==> config.mk <==
export PLATFORM = sky130hd
export DESIGN_NAME = dcache_port_arbiter
export DESIGN_NICKNAME = d
export VERILOG_FILES = /design/src/rtl/dcache_port_arbiter.sv
export SDC_FILE = /design/constraint.sdc
export NUM_CORES = 1
export LEC_CHECK = 0
export BUFFER_PORTS_ARGS = -buffer_cell sky130_fd_sc_hd__buf_2
export CAP_MARGIN = 0
export CORE_MARGIN = 1
export CORE_UTILIZATION = 40
export DETAILED_ROUTE_END_ITERATION = 16
export PLACE_DENSITY = 0.73
export RECOVER_POWER = 100
export SYNTH_ARGS = -nofsm -noshare
export SYNTH_HDL_FRONTEND = slang
export SYNTH_SLANG_ARGS = --single-unit
export TNS_END_PERCENT = 20
==> constraint.sdc <==
create_clock -name clk -period 2.1 [get_ports clk]
set_input_delay 0.21 -clock clk [delete_from_list [all_inputs] [get_ports clk]]
set_output_delay 0.21 -clock clk [all_outputs]
set_load 0.02 [all_outputs]
==> src/rtl/dcache_port_arbiter.sv <==
// Data-cache port arbiter: serialises memory-stage loads and LSQ-head store commits onto one cache port.
// Optional macro DCACHE_TIMEOUT_EN adds a sticky watchdog on response waits.
module dcache_port_arbiter #(
  parameter int unsigned ADDR_W       = 32,
  parameter int unsigned DATA_W       = 32,
  parameter int unsigned LSQ_IDX_W    = 4,
  parameter int unsigned STARVE_LIMIT = 4,
  parameter int unsigned MISS_TIMEOUT = 64
) (
  input  logic                 clk,
  input  logic                 reset,
  input  logic                 flush,
  input  logic                 ld_req_valid,
  output logic                 ld_req_ready,
  input  logic [ADDR_W-1:0]    ld_req_addr,
  input  logic [LSQ_IDX_W-1:0] ld_req_id,
  output logic                 ld_done,
  output logic [DATA_W-1:0]    ld_data,
  output logic [LSQ_IDX_W-1:0] ld_done_id,
  output logic                 ld_missed,
  input  logic                 st_req_valid,
  output logic                 st_req_ready,
  input  logic [ADDR_W-1:0]    st_req_addr,
  input  logic [DATA_W-1:0]    st_req_data,
  input  logic [LSQ_IDX_W-1:0] st_req_id,
  output logic                 st_done,
  output logic [LSQ_IDX_W-1:0] st_done_id,
  output logic                 dc_req_valid,
  input  logic                 dc_req_ready,
  output logic                 dc_req_we,
  output logic [ADDR_W-1:0]    dc_req_addr,
  output logic [DATA_W-1:0]    dc_req_wdata,
  input  logic                 dc_resp_valid,
  input  logic [DATA_W-1:0]    dc_resp_data,
  output logic                 dc_timeout
);

  localparam logic [2:0] IDLE    = 3'd0;
  localparam logic [2:0] LD_REQ  = 3'd1;
  localparam logic [2:0] LD_WAIT = 3'd2;
  localparam logic [2:0] ST_REQ  = 3'd3;
  localparam logic [2:0] ST_WAIT = 3'd4;

  localparam int unsigned STARVE_W = $clog2(STARVE_LIMIT + 1);

  // Degenerate limits would make the starvation or watchdog counters meaningless.
  if (STARVE_LIMIT == 0 || MISS_TIMEOUT < 2) begin : g_bad_params
    $error("dcache_port_arbiter: STARVE_LIMIT must be >= 1 and MISS_TIMEOUT >= 2");
  end

  logic [2:0]           state,        state_n;
  logic [STARVE_W-1:0]  starve_cnt,   starve_cnt_n;
  logic                 drop,         drop_n;
  logic [LSQ_IDX_W-1:0] cur_id,       cur_id_n;
  logic                 dc_req_valid_n;
  logic                 dc_req_we_n;
  logic [ADDR_W-1:0]    dc_req_addr_n;
  logic [DATA_W-1:0]    dc_req_wdata_n;
  logic                 ld_done_n;
  logic [DATA_W-1:0]    ld_data_n;
  logic [LSQ_IDX_W-1:0] ld_done_id_n;
  logic                 ld_missed_n;
  logic                 st_done_n;
  logic [LSQ_IDX_W-1:0] st_done_id_n;
  logic                 store_wins;

`ifdef DCACHE_TIMEOUT_EN
  localparam int unsigned WAIT_W = $clog2(MISS_TIMEOUT);

  logic [WAIT_W-1:0] wait_cnt, wait_cnt_n;
  logic              dc_timeout_n;
`else
  assign dc_timeout = 1'b0;
`endif

  // A waiting store takes the port when no load competes or loads have used up their quota.
  assign store_wins = st_req_valid &&
                      (!ld_req_valid || (starve_cnt == STARVE_W'(STARVE_LIMIT)));

  // Next-state and registered-output logic.
  always_comb begin
    state_n        = state;
    starve_cnt_n   = starve_cnt;
    drop_n         = drop;
    cur_id_n       = cur_id;
    dc_req_valid_n = dc_req_valid;
    dc_req_we_n    = dc_req_we;
    dc_req_addr_n  = dc_req_addr;
    dc_req_wdata_n = dc_req_wdata;
    ld_done_n      = 1'b0;
    ld_data_n      = ld_data;
    ld_done_id_n   = ld_done_id;
    ld_missed_n    = ld_missed;
    st_done_n      = 1'b0;
    st_done_id_n   = st_done_id;
    ld_req_ready   = 1'b0;
    st_req_ready   = 1'b0;
`ifdef DCACHE_TIMEOUT_EN
    wait_cnt_n     = '0;
    dc_timeout_n   = dc_timeout;
`endif

    case (state)
      IDLE: begin
        if (store_wins) begin
          st_req_ready   = 1'b1;
          state_n        = ST_REQ;
          dc_req_valid_n = 1'b1;
          dc_req_we_n    = 1'b1;
          dc_req_addr_n  = st_req_addr;
          dc_req_wdata_n = st_req_data;
          cur_id_n       = st_req_id;
          starve_cnt_n   = '0;
        end else if (ld_req_valid && !flush) begin
          ld_req_ready   = 1'b1;
          state_n        = LD_REQ;
          dc_req_valid_n = 1'b1;
          dc_req_we_n    = 1'b0;
          dc_req_addr_n  = ld_req_addr;
          dc_req_wdata_n = '0;
          cur_id_n       = ld_req_id;
          drop_n         = 1'b0;
          if (st_req_valid && (starve_cnt != STARVE_W'(STARVE_LIMIT))) begin
            starve_cnt_n = starve_cnt + STARVE_W'(1);
          end
        end
      end

      LD_REQ: begin
        // A squashed load is withdrawn before the cache ever owes a response.
        if (flush) begin
          state_n        = IDLE;
          dc_req_valid_n = 1'b0;
        end else if (dc_req_ready) begin
          state_n        = LD_WAIT;
          dc_req_valid_n = 1'b0;
          ld_missed_n    = 1'b1;
        end
      end

      LD_WAIT: begin
        // Once accepted, a squashed load still has to swallow its response.
        if (flush) begin
          drop_n      = 1'b1;
          ld_missed_n = 1'b0;
        end
        if (dc_resp_valid) begin
          state_n     = IDLE;
          ld_missed_n = 1'b0;
          drop_n      = 1'b0;
          if (!drop && !flush) begin
            ld_done_n    = 1'b1;
            ld_data_n    = dc_resp_data;
            ld_done_id_n = cur_id;
          end
        end
      end

      ST_REQ: begin
        if (dc_req_ready) begin
          state_n        = ST_WAIT;
          dc_req_valid_n = 1'b0;
        end
      end

      ST_WAIT: begin
        if (dc_resp_valid) begin
          state_n      = IDLE;
          st_done_n    = 1'b1;
          st_done_id_n = cur_id;
        end
      end

      default: begin
        state_n        = IDLE;
        dc_req_valid_n = 1'b0;
        ld_missed_n    = 1'b0;
        drop_n         = 1'b0;
      end
    endcase

`ifdef DCACHE_TIMEOUT_EN
    // Watchdog: a response that never arrives aborts the access without a done pulse.
    if (((state == LD_WAIT) || (state == ST_WAIT)) && !dc_resp_valid) begin
      if (wait_cnt == WAIT_W'(MISS_TIMEOUT - 1)) begin
        state_n      = IDLE;
        dc_timeout_n = 1'b1;
        ld_missed_n  = 1'b0;
        drop_n       = 1'b0;
      end else begin
        wait_cnt_n = wait_cnt + WAIT_W'(1);
      end
    end
`endif
  end

  // State and output registers.
  always_ff @(posedge clk) begin
    if (!reset) begin
      state        <= IDLE;
      starve_cnt   <= '0;
      drop         <= 1'b0;
      cur_id       <= '0;
      dc_req_valid <= 1'b0;
      dc_req_we    <= 1'b0;
      dc_req_addr  <= '0;
      dc_req_wdata <= '0;
      ld_done      <= 1'b0;
      ld_data      <= '0;
      ld_done_id   <= '0;
      ld_missed    <= 1'b0;
      st_done      <= 1'b0;
      st_done_id   <= '0;
    end else begin
      state        <= state_n;
      starve_cnt   <= starve_cnt_n;
      drop         <= drop_n;
      cur_id       <= cur_id_n;
      dc_req_valid <= dc_req_valid_n;
      dc_req_we    <= dc_req_we_n;
      dc_req_addr  <= dc_req_addr_n;
      dc_req_wdata <= dc_req_wdata_n;
      ld_done      <= ld_done_n;
      ld_data      <= ld_data_n;
      ld_done_id   <= ld_done_id_n;
      ld_missed    <= ld_missed_n;
      st_done      <= st_done_n;
      st_done_id   <= st_done_id_n;
    end
  end

`ifdef DCACHE_TIMEOUT_EN
  // Watchdog registers.
  always_ff @(posedge clk) begin
    if (!reset) begin
      wait_cnt   <= '0;
      dc_timeout <= 1'b0;
    end else begin
      wait_cnt   <= wait_cnt_n;
      dc_timeout <= dc_timeout_n;
    end
  end
`endif

endmodule
Word-level counts from Yosys, hierarchy flattened --
Cells that the tools add are included.
Word-level totals: register bits after elaboration 120, input bits 143, logic and storage cells 96
Operators by class: $add $sub $neg 1, equal/unequal tests 15, mux-type cells 39, bitwise gates (word level) 3, reduce and logical (&&, ||, !) cells 24
Operator list (count):
- two-way mux 32 bit | 4
- two-way mux 3 bit | 9
- two-way mux 1 bit | 20
- inequality test 3 bit (second input constant) | 4
- one-hot mux 3 bit (4 select lines) | 1
- AND reduction 4 bit | 3
- inequality test 2 bit (second input constant) | 5
- AND reduction 3 bit | 3
- two-way mux 4 bit | 2
- AND reduction 2 bit | 4
- == test 3 x 2 -> 1 bit (second input constant) | 2
- == test 3 bit (second input constant) | 2
- one-hot mux 1 bit (3 select lines) | 2
- OR reduction 3 bit | 2
- logical AND 1 bit | 4
- one-hot mux 1 bit (4 select lines) | 1
- nonzero test 2 bit | 2
- adder 3 x 1 -> 3 bit (second input constant) | 1
- == test 3 x 1 -> 1 bit (second input constant) | 1
- zero test 1 bit | 3
- zero test 3 bit | 1
- NOT 1 bit | 3
- inequality test 2 x 1 -> 1 bit (second input constant) | 1
- OR reduction 2 bit | 1
- logical OR 1 bit | 1

Depth between registers and ports, before layout --
depth after elaboration 5, gate-level depth with buffers 8, depth with buffers taken out 6

Worst setup path before layout --
No wires, ideal clock.
kind reg2reg, start reg starve_cnt[0], end reg dc_req_wdata[11], arrival 1564 ps, data required time 1972 ps, setup slack 409 ps, cell stages (with the launch flop) 9, clock period less this slack 1691 ps, path through dfxtp_1 > inv_1 > ha_1 > a21bo_2 > and3_1 > buf_2 > buf_2 > a22oi_1 > nor2_1
On the way: cells in the longest elaborated chain, start to end 5, elaborated cells between the ends (all ways) 6, those cells by class eq/ne (1); mux (1); reduce/logical (4)
Ends and longest elaborated chain:
- from (decl) | RTL line 52 | logic [STARVE_W-1:0] starve_cnt, starve_cnt_n;
- from (signal assigned) | RTL line 216 | starve_cnt <= starve_cnt_n;
- == test 3 bit (*) | RTL line 78 | (!ld_req_valid || (starve_cnt == STARVE_W'(STARVE_LIMIT)));
- logical OR 1 bit (*) | RTL line 78
- logical AND 1 bit (*) | RTL line 77 | assign store_wins = st_req_valid &&
- nonzero test 2 bit (no source line)
- AND reduction 2 bit (no source line)
- to (signal assigned) | RTL line 222 | dc_req_wdata <= dc_req_wdata_n;
- to (decl) | RTL line 32 | output logic [DATA_W-1:0] dc_req_wdata,
Every way passes the cells marked *; elsewhere a longest branch is shown, timed or not. A chain may end at the register's enable or synchronous reset.

Worst setup path in the final report --
start reg starve_cnt[0], end out st_req_ready
On the way: cells in the longest elaborated chain, start to end 5
Ends and longest elaborated chain:
- == test 3 bit | RTL line 78
- logical OR 1 bit | RTL line 78
- logical AND 1 bit | RTL line 77
- two-way mux 1 bit | RTL line 105 | if (store_wins) begin
- two-way mux 1 bit | RTL line 103 | case (state)
- to (decl) | RTL line 22 | output logic st_req_ready,
No other way between the ends.

==> flow_summary.toml <==
[cells_and_area]
syn_to_final_growth_pct = 40.3
drive_gt1_frac = 0.247
n_antenna_cell = 0
final_common_cell = "buf_2"
fin_nets = 946
most-common-layout-cells = "buf_2, dfxtp_1, nand2_1"

[timing]
setup_violations = 0
period_share = 0.965
setup_tns_ns = 0
relSlewSlack = 0.534
hold_viol_final = 0
fmax_mhz = 493
finalMaxSlewViolations = 0
worst_slew_pin_slew_ns = 0.698
period_needed_ns = 2.03
skew_ns = 0.0100

[synth]
synth_xor_area_frac = 0
avgSynthCellArea_um2 = 8.35
synth_seq_area_share = 0.510
synth_mux_area_frac = 0.0128
synth.cell_area_um2 = 4710
synth-compound-area-share = 0.187
synth_cell_types = 39
synth_seq_cells = 120
yosys.area_share.adder = 0.00531
syn-num-nets = 709
yosys_warnings = 0
synth_cells = 564
synth_simple_gate_area_share = 0.226
synth_top_family_by_area = "simple AND/OR/NAND/NOR gates"

[clock_tree]
path_clk_slew_ns = 0.06
cts-buffers-inserted = 17
insertion_delay_ns = 0.41
hold_buffers = 0
cts_tree = "done"
root_buffer = "clkbuf_16"
clk_path_buf_depth = 2
htreeDepth = 4
clock-sinks = 120

[pwr]
power.leakage_nw = 2.69
vdd_drop_max_mv = 0.543
total_power_mw = 6.48
pwr_density_cell_nw_per_um2 = 981

[die]
die_y_um = 110
dieWidth_um = 110
die-area_um2 = 12200
start_util = 0.411
num_rows = 39
io_pins = 255
core_region_area_um2 = 11500

[critical_path]
cp_max_fo = 35
endpoint = "st_req_ready"
reg2reg_slack_ns = 0.31
worstSetupStartpoint = "starve_cnt[0]$_SDFFE_PN0P_"
cp-end-kind = "output port"
worst_r2r_path_depth = 6
worstPathRequired_ns = 1.89
startpoint_type = "register"
reg2reg_to = "dc_req_addr[14]$_SDFFE_PN0P_"
r2r_start = "starve_cnt[0]$_SDFFE_PN0P_"
cp_data_arrival_time_ns = 1.82
critPathKind = "register to output port"

[placed_design]
gp_routability_congestion = 0.807
dpl.hpwl_mm = 9.18
port_buffers = 253

[run]
drv_cap = 0

[hold_path]
hp-class = "input pin to register"

[route]
via_count = 4923
wl_mm = 13.4
routedWlPerCell_um = 14.0
vias_per_cell = 5.15
remaining_drc_errors = 0
ant_nets = 0
detailedRoute.firstIterationViolations = 322
drt_pre_antenna_iters = 5

[grt]
grt_pass1_vias = 4586
grt.total_usage = 0.217
antenna_found_initial = 0
grt_max_degree = 75
grt_overflow = 0
grt_pass1_wl_mm = 21.8

[status]
status = "finished clean"
how the worst min path moves through the flow:
stage | startpoint | endpoint | slack (ns) | cells past startpoint
global route | dc_resp_data[1] | ld_data[1]$_SDFFE_PN0P_ | 0.03 | 3
floorplan | reset | st_done$_SDFF_PN0_ | 0.33 | 1
finish | dc_resp_data[1] | ld_data[1]$_SDFFE_PN0P_ | 0.04 | 3
global placement | ld_data[9]$_SDFFE_PN0P_ | ld_data[9]$_SDFFE_PN0P_ | 0.44 | 2
detailed placement | ld_data[4]$_SDFFE_PN0P_ | ld_data[4]$_SDFFE_PN0P_ | 0.44 | 2
CTS | dc_resp_data[28] | ld_data[28]$_SDFFE_PN0P_ | 0.02 | 3
registers in the layout, indices dropped and copies added (netlist names):
name,flops
ld_done,1
cur_id,4
st_done_id,4
state,3
dc_req_wdata,32
dc_req_addr,32
dc_req_valid,1
dc_req_we,1
drop,1
st_done,1
ld_done_id,4
ld_data,32
starve_cnt,3
ld_missed,1
layer usage:
metal	up-vias	part of all wire	track usage
li1	2436	-	-
met1	2265	0.43	0.262
met2	195	0.49	0.359
met3	27	0.061	0.0620
met4	0	0.021	0.0951
met5	-	0	0
power breakdown:
part           switching [mW]  leakage, nW  internal (mW)
Sequential             0.0893        0.979           2.42
Clock                    1.08        0.304           1.99
Combinational           0.552         1.41          0.350
Total                    1.72         2.69           4.75
cell families (layout without fill, tap and decap cells):
family | count (synthesis) | count (layout)
flip-flops | 120 | 120
AND/OR/NAND/NOR | 252 | 252
AO/OA/AOI/OAI | 125 | 125
multiplexers | 6 | 6
adder cells (fa/ha/maj) | 2 | 2
other | 1 | 1
buffers and inverters | 58 | 307
per-stage QoR:
step           instance area [um^2]  hold WS, ns  utilization  setup slack [ns]  std cells
5_1_grt                        6610       0.0323        0.576          -0.00136        956
3_5_place_dp                   6070        0.444        0.529             0.295        921
3_3_place_gp                   6070        0.439        0.529             0.360        921
4_1_cts                        6710       0.0195        0.585           -0.0144        953
2_1_floorplan                  4710        0.332            -             0.409        564
6_report                       6610       0.0364        0.576            0.0725        956
final cells by class:
type,instances,area [um^2]
Clock buffer,17,425
Clock inverter,14,199
Fill cell,1089,4860
Inverter,6,23.8
Multi-Input combinational cell,386,2050
Sequential cell,120,2400
Tap cell,143,179
Timing Repair Buffer,270,1320
synth_stat cells (all sizes together):
library cell,number,area [um^2]
dfxtp,120,2400
nand2,112,420
nor2,83,312
a21oi,41,205
a311oi,36,315
nand3,36,180
a22oi,32,240
buf,26,154
clkbuf,26,97.6
inv,6,22.5
mux2i,6,60.1
and3,5,31.3
o21ai,5,25.0
nor2b,3,18.8
ha,2,25.0
nand4,2,12.5
nor3,2,21.3
nor4b,2,17.5
o31ai,2,15.0
or3,2,12.5
a211oi,1,7.51
a21bo,1,10.0
a31oi,1,6.26
a32oi,1,8.76
and2,1,6.26
and4,1,8.76
conb,1,3.75
nand2b,1,6.26
nor3b,1,7.51
o211a,1,10.0
o211ai,1,7.51
o21bai,1,7.51
o221a,1,11.3
o31a,1,8.76
or4b,1,10.0
what timing repair did:
| item | in CTS | in global routing |
|---|---|---|
| resized for setup | 2 | 6 |
| pin swaps | 0 | 2 |
| setup buffers | 1 | 3 |
| endpoints found under the setup margin | 2 | 2 |
worst max-delay path, cell delays in order (launching register included):
cell,delay [ns]
dfxtp_2,0.34
inv_1,0.04
ha_1,0.21
a21bo_2,0.23
and3_1,0.22
buf_12,0.18
buf_2,0.17
Note: power is estimated with default switching activity, not from simulation.
